File: src/rtl/seg7_pkg.sv
// rtl/seg7_pkg.sv - shared constants and helpers for the 7-segment display blocks
// Contents:
//   HEX_PATTERNS     16-entry active-high g..a segment table, index = nibble value
//   calc_ticks()     clock cycles per digit slot for a given clock/refresh/digit count
//   seg_off_level()  7-bit segment level that turns every segment off
//   pin_off_level()  single-pin level that means "off" for a given polarity
package seg7_pkg;

    // Bit 0 = segment a ... bit 6 = segment g. Lower-case b and d avoid clashing with 8 and 0.
    localparam logic [15:0][6:0] HEX_PATTERNS = {
        7'h71,  // F
        7'h79,  // E
        7'h5E,  // d
        7'h39,  // C
        7'h7C,  // b
        7'h77,  // A
        7'h6F,  // 9
        7'h7F,  // 8
        7'h07,  // 7
        7'h7D,  // 6
        7'h6D,  // 5
        7'h66,  // 4
        7'h4F,  // 3
        7'h5B,  // 2
        7'h06,  // 1
        7'h3F   // 0
    };

    function automatic int calc_ticks(input int clk_hz, input int refresh_hz, input int num_digits);
        return clk_hz / (refresh_hz * num_digits);
    endfunction

    function automatic logic [6:0] seg_off_level(input int active_low);
        return (active_low != 0) ? 7'h7F : 7'h00;
    endfunction

    function automatic logic pin_off_level(input int active_low);
        return (active_low != 0);
    endfunction

endpackage

File: src/rtl/seg7_hex_rom.sv
// rtl/seg7_hex_rom.sv - combinational nibble to active-high 7-segment pattern
// Ports:
//   nibble   in  4  hex value 0..F
//   pattern  out 7  active-high segments, bit0=a .. bit6=g
module seg7_hex_rom
    import seg7_pkg::*;
(
    input  logic [3:0] nibble,
    output logic [6:0] pattern
);

    always_comb begin
        pattern = HEX_PATTERNS[nibble];
    end

endmodule

File: src/rtl/seg7_scan_driver.sv
// rtl/seg7_scan_driver.sv - time-multiplexed multi-digit 7-segment scan driver
// Ports:
//   clk, rst     system clock, synchronous active-high reset
//   digits_in    packed hex nibbles, digit i = [4i+3:4i], digit 0 rightmost
//   dp_in        decimal point request per digit
//   blank_in     force digit dark (decimal point still shown)
//   load         capture inputs into the pending register
//   seg, seg_dp  registered segment / decimal point pins (polarity SEG_ACTIVE_LOW)
//   an           registered digit enables, one-hot when active (polarity AN_ACTIVE_LOW)
//   frame_start  one-cycle pulse after the shadow register is updated
module seg7_scan_driver
    import seg7_pkg::*;
#(
    parameter int NUM_DIGITS     = 4,
    parameter int CLK_HZ         = 50000000,
    parameter int REFRESH_HZ     = 1000,
    parameter int BLANK_CYCLES   = 2,
    parameter int LZS_EN         = 0,
    parameter int SEG_ACTIVE_LOW = 1,
    parameter int AN_ACTIVE_LOW  = 1
) (
    input  logic                    clk,
    input  logic                    rst,
    input  logic [4*NUM_DIGITS-1:0] digits_in,
    input  logic [NUM_DIGITS-1:0]   dp_in,
    input  logic [NUM_DIGITS-1:0]   blank_in,
    input  logic                    load,
    output logic [6:0]              seg,
    output logic                    seg_dp,
    output logic [NUM_DIGITS-1:0]   an,
    output logic                    frame_start
);

    localparam int TICKS  = calc_ticks(CLK_HZ, REFRESH_HZ, NUM_DIGITS);
    localparam int SLOT_W = (TICKS > 2) ? $clog2(TICKS) : 1;
    localparam int IDX_W  = (NUM_DIGITS > 1) ? $clog2(NUM_DIGITS) : 1;

    localparam logic [SLOT_W-1:0]     SLOT_LAST = SLOT_W'(TICKS - 1);
    localparam logic [SLOT_W-1:0]     SLOT_BLNK = SLOT_W'(BLANK_CYCLES);
    localparam logic [IDX_W-1:0]      IDX_LAST  = IDX_W'(NUM_DIGITS - 1);
    localparam logic [6:0]            SEG_OFF   = seg_off_level(SEG_ACTIVE_LOW);
    localparam logic                  DP_OFF    = pin_off_level(SEG_ACTIVE_LOW);
    localparam logic                  AN_OFF_B  = pin_off_level(AN_ACTIVE_LOW);
    localparam logic [NUM_DIGITS-1:0] AN_OFF    = {NUM_DIGITS{AN_OFF_B}};

    if (TICKS < 2) begin : g_ticks_chk
        $error("seg7_scan_driver: CLK_HZ/(REFRESH_HZ*NUM_DIGITS) must be at least 2");
    end
    if (BLANK_CYCLES >= TICKS) begin : g_blank_chk
        $error("seg7_scan_driver: BLANK_CYCLES must be less than the slot length");
    end
    if (NUM_DIGITS < 1 || NUM_DIGITS > 8) begin : g_digits_chk
        $error("seg7_scan_driver: NUM_DIGITS must be 1..8");
    end

    logic [SLOT_W-1:0]       slot_q, slot_d;
    logic [IDX_W-1:0]        idx_q, idx_d;
    logic [4*NUM_DIGITS-1:0] pend_digits_q, pend_digits_d;
    logic [NUM_DIGITS-1:0]   pend_dp_q, pend_dp_d;
    logic [NUM_DIGITS-1:0]   pend_blank_q, pend_blank_d;
    logic                    pend_valid_q, pend_valid_d;
    logic [4*NUM_DIGITS-1:0] shad_digits_q, shad_digits_d;
    logic [NUM_DIGITS-1:0]   shad_dp_q, shad_dp_d;
    logic [NUM_DIGITS-1:0]   shad_blank_q, shad_blank_d;
    logic [6:0]              seg_q, seg_d;
    logic                    seg_dp_q, seg_dp_d;
    logic [NUM_DIGITS-1:0]   an_q, an_d;
    logic                    frame_start_q, frame_start_d;

    logic                    boundary;
    logic [3:0]              cur_nib;
    logic                    cur_dp;
    logic                    cur_dark;
    logic [NUM_DIGITS-1:0]   lzs;
    logic                    zero_above;
    logic [NUM_DIGITS-1:0]   an_onehot;
    logic [6:0]              pattern;

    seg7_hex_rom u_hex_rom (
        .nibble  (cur_nib),
        .pattern (pattern)
    );

    // Digit selection and dark-digit decision for the current index.
    always_comb begin
        cur_nib    = 4'h0;
        cur_dp     = 1'b0;
        cur_dark   = 1'b0;
        lzs        = '0;
        zero_above = 1'b1;
        an_onehot  = '0;
        // Walk from the most significant digit down: a digit is a leading zero only
        // while every digit above it is also zero. Digit 0 always stays visible.
        for (int i = NUM_DIGITS - 1; i >= 0; i--) begin
            zero_above = zero_above && (shad_digits_q[4*i +: 4] == 4'h0);
            lzs[i]     = (LZS_EN != 0) && (i != 0) && zero_above;
        end
        for (int i = 0; i < NUM_DIGITS; i++) begin
            if (idx_q == IDX_W'(i)) begin
                cur_nib      = shad_digits_q[4*i +: 4];
                cur_dp       = shad_dp_q[i];
                cur_dark     = shad_blank_q[i] || lzs[i];
                an_onehot[i] = 1'b1;
            end
        end
    end

    always_comb begin
        slot_d        = slot_q;
        idx_d         = idx_q;
        pend_digits_d = pend_digits_q;
        pend_dp_d     = pend_dp_q;
        pend_blank_d  = pend_blank_q;
        pend_valid_d  = pend_valid_q;
        shad_digits_d = shad_digits_q;
        shad_dp_d     = shad_dp_q;
        shad_blank_d  = shad_blank_q;
        seg_d         = SEG_OFF;
        seg_dp_d      = DP_OFF;
        an_d          = AN_OFF;
        frame_start_d = 1'b0;

        boundary = (idx_q == IDX_LAST) && (slot_q == SLOT_LAST);

        if (slot_q == SLOT_LAST) begin
            slot_d = '0;
            idx_d  = (idx_q == IDX_LAST) ? '0 : idx_q + IDX_W'(1);
        end else begin
            slot_d = slot_q + SLOT_W'(1);
        end

        // A load on the boundary cycle bypasses pending so it is not delayed a frame.
        if (boundary) begin
            if (load) begin
                shad_digits_d = digits_in;
                shad_dp_d     = dp_in;
                shad_blank_d  = blank_in;
            end else if (pend_valid_q) begin
                shad_digits_d = pend_digits_q;
                shad_dp_d     = pend_dp_q;
                shad_blank_d  = pend_blank_q;
            end
            pend_valid_d  = 1'b0;
            frame_start_d = load || pend_valid_q;
        end else if (load) begin
            pend_digits_d = digits_in;
            pend_dp_d     = dp_in;
            pend_blank_d  = blank_in;
            pend_valid_d  = 1'b1;
        end

        // The first BLANK_CYCLES of each slot keep every anode off to hide ghosting.
        if (slot_q >= SLOT_BLNK) begin
            an_d     = (AN_ACTIVE_LOW != 0) ? ~an_onehot : an_onehot;
            seg_dp_d = cur_dp ? ~DP_OFF : DP_OFF;
            if (!cur_dark) begin
                seg_d = (SEG_ACTIVE_LOW != 0) ? ~pattern : pattern;
            end
        end
    end

    always_ff @(posedge clk) begin
        if (rst) begin
            slot_q        <= '0;
            idx_q         <= '0;
            pend_digits_q <= '0;
            pend_dp_q     <= '0;
            pend_blank_q  <= '0;
            pend_valid_q  <= 1'b0;
            shad_digits_q <= '0;
            shad_dp_q     <= '0;
            shad_blank_q  <= '0;
            seg_q         <= SEG_OFF;
            seg_dp_q      <= DP_OFF;
            an_q          <= AN_OFF;
            frame_start_q <= 1'b0;
        end else begin
            slot_q        <= slot_d;
            idx_q         <= idx_d;
            pend_digits_q <= pend_digits_d;
            pend_dp_q     <= pend_dp_d;
            pend_blank_q  <= pend_blank_d;
            pend_valid_q  <= pend_valid_d;
            shad_digits_q <= shad_digits_d;
            shad_dp_q     <= shad_dp_d;
            shad_blank_q  <= shad_blank_d;
            seg_q         <= seg_d;
            seg_dp_q      <= seg_dp_d;
            an_q          <= an_d;
            frame_start_q <= frame_start_d;
        end
    end

    assign seg         = seg_q;
    assign seg_dp      = seg_dp_q;
    assign an          = an_q;
    assign frame_start = frame_start_q;

endmodule
File: config.mk
export PLATFORM = sky130hd
export DESIGN_NAME = seg7_scan_driver
export DESIGN_NICKNAME = d
export VERILOG_FILES = /design/src/rtl/seg7_pkg.sv /design/src/rtl/seg7_hex_rom.sv /design/src/rtl/seg7_scan_driver.sv
export SDC_FILE = /design/constraint.sdc
export NUM_CORES = 1
export LEC_CHECK = 0
export BUFFER_PORTS_ARGS = -buffer_cell sky130_fd_sc_hd__buf_2
export CELL_PAD_IN_SITES_DETAIL_PLACEMENT = 2
export CELL_PAD_IN_SITES_GLOBAL_PLACEMENT = 2
export CORE_ASPECT_RATIO = 1.1
export CORE_MARGIN = 2
export CORE_UTILIZATION = 36
export DETAILED_ROUTE_END_ITERATION = 8
export GPL_TIMING_DRIVEN = 1
export PLACE_DENSITY = 0.87
export SYNTH_ARGS = -nofsm -noshare
export SYNTH_HDL_FRONTEND = slang
export SYNTH_HIERARCHICAL = 1
export SYNTH_SLANG_ARGS = --single-unit
File: constraint.sdc
create_clock -name clk -period 3.8 [get_ports clk]
set_clock_uncertainty 0.15 [all_clocks]
set_input_delay 0.76 -clock clk [delete_from_list [all_inputs] [get_ports clk]]
set_output_delay 0.76 -clock clk [all_outputs]
set_load 0.005 [all_outputs]
==> results.ini <==
[sta]
fmax_mhz=321.8
maxSlewViolCount=0
setup_viol=0
finalHoldViolCount=0
whs_ps=334.9
setup_ws_ps=692.8
rsz0062_at_grt=false
fin_crit_ps=3107
setup-tns-final_ps=0
slew_headroom_pct=59.69
tightestPinTransition_ps=598.4
fin_crit_sh_pct=81.77

[yosys]
netlist.area_leader.share_pct=42.25
synth_mux_area_share_pct=16.08
synth_cell_type_count=39
yosys.area.top_type=dfxtp_1
synth_compound_area_share_pct=12.05
synth-seq-cells=78
avgSynthCellArea_um2=9.015
synthesis.area_mm2=0.003696
synthCells=410
yosys.area_share.simple_pct=17.06
syn_nets=450
ys.warnings.count=6
synthTopCellsByArea=dfxtp_1, mux2_2, mux2i_1
synth_top_family_by_area=simple AND/OR/NAND/NOR gates
synthAdderAreaFrac_pct=4.401
yosysSeqAreaShare_pct=42.25
synth_xor_area_share_pct=2.844

[floorplan]
num_rows=38
die_area_mm2=0.01109
die_w_um=100.6
die_h_um=110.3
core-area_mm2=0.009937
io_pins=40
start_util_pct=37.19

[clock_network]
cts_hold_buffers=0
clk_pin_slew_ps=80
cts_tree=built
cts_buffer_depth=2
cts.htree.levels=3
cts_num_sinks=78
cts_buffers=9
cts_setup_buffers=0
ctsResizeCount=0
clock_latency_ps=360
cts-root-buf=clkbuf_8

[detailed_routing]
drtPass1Iterations=6
routed_wirelength_mm=9.616
drt.antenna.violating_nets=0
drt_iter0_markers=101
routed_via_density=5.337
num_vias=3005
drc=0
wl_per_cell_um=17.08

[placement]
io_buffers=39
gp_congestion=0.8228
dp_hpwl_mm=6.454
dp_slack_ps=711.3

[global_routing]
grt_max_degree=53
grt_overflow=0
grt_pass1_wl_mm=16.65
grt_pass1_vias=3268
antenna_found_initial=0
track_usage_pct=19.12

[setup_path]
start_kind=register
r2r_slack_ps=690
crit_required_ps=3950
cpMaxStageDelayCell=o21ai_0
crit_buf_inv=2
reg2reg_depth=10
path_class=reg2reg
worst-path-stages=10
endpoint_kind=register
cpPeakStageDelay_ps=500
worstPathCellList=inv_1, ha_1, nand3b_1, a21oi_1, a21oi_1, o21ai_0, inv_1, ha_1, mux4_1, nand2_1
critPathMaxFanout=13
cp.arrival_ps=3260
critical_path.top_delay_family=compound AO/OA/AOI/OAI gates

[power]
irDropWorstVdd_uv=177.6
pwr_density_cell_mw_per_mm2=402.3
p_leak_nw=1.559

[job]
cap_viol_max_count=0

[layout]
synthToLayoutAreaGrowth_pct=13.03
final_cell_mix=dfxtp_1, nor2_1, a21oi_1, buf_2, nand3_1
antennaDiodeCount=0
final_common_cell=dfxtp_1
final_core_util_pct=42.04
drive_gt1_share_pct=21.22
fin_nets=478

[worst_hold_path]
whs_path_depth=2
hold_path.class=reg2reg

[run_status]
status=finished, final reports clean

## state kept, by name (all words and copies together) (netlist names)
register and cells:
frame_start 1, shad_digits_q 16, seg 7, seg_dp 1
pend_digits_q 16, an 4, idx_q 2, pend_dp_q 4
shad_blank_q 4, pend_blank_q 4, slot_q 14, shad_dp_q 4
pend_valid_q 1
## worst register-to-register path: stages (launching register included)
cell and delay, ps:
dfxtp_1 380, inv_1 80, ha_1 320, nand3b_1 220, a21oi_1 150, a21oi_1 60
o21ai_0 500, inv_1 230, ha_1 360, mux4_1 500, nand2_1 90
## per-stage QoR
stage                     area (µm²)  std cells  power, mW
after floorplan                 3696        410     0.9559
after global placement          3963        547     0.9939
after detailed placement        3963        547      1.001
after CTS                       4178        563      1.705
final                           4178        563      1.681
after global routing            4178        563      1.763
## synthesized netlist by cell type (all sizes together)
master  count
dfxtp      78
nor2       41
a21oi      40
nand3      31
o21ai      30
nand2      29
mux2       27
mux2i      26
clkbuf     20
ha         13
inv        13
buf        10
xnor2      10
nand3b      6
nor3        6
nor4        5
or3         3
or4         3
nand2b      2
nand4       2
nor2b       2
xor2        2
a211oi      1
a221o       1
a22oi       1
a31o        1
and3        1
mux4        1
o31a        1
o32a        1
o41a        1
o41ai       1
or2b        1
## cells by family after synthesis
kind of cell | count (synthesis)
flops | 78
xor+xnor | 12
simple gates | 132
compound gates | 78
fa+ha+maj | 13
buf+inv | 43
mux | 54
## final cells by class
| class | count | area, µm² |
|---|---|---|
| repair buffers | 47 | 255.2 |
| clock inverters | 4 | 70.07 |
| multi-input cells | 289 | 1947 |
| fillers | 1084 | 5759 |
| well taps | 120 | 150.1 |
| clock buffers | 12 | 145.1 |
| flip-flops and latches | 78 | 1562 |
| inverters | 13 | 48.80 |
## power breakdown
group | switching, mW | total (mW) | internal (mW) | leakage [nW]
combinational | 0.0653 | 0.125 | 0.0595 | 0.813
sequential | 0.0120 | 0.856 | 0.844 | 0.636
clock | 0.313 | 0.700 | 0.387 | 0.110
## final timing paths
path                                     end         start
worst min-delay path            shad_dp_q[2]  shad_dp_q[2]
worst max-delay path                  seg[3]      idx_q[1]
worst min register to register  shad_dp_q[2]  shad_dp_q[2]
worst max register to register        seg[3]      idx_q[1]
## per-layer routing
metal,vias to the layer above,wire [µm],global-route usage [%]
met4,0,159,6.947
li1,1472,-,-
met3,13,250,3.846
met5,-,0,0
met2,31,5035,33.86
met1,1489,4171,22.92
Power figures use the tool's default switching activity.
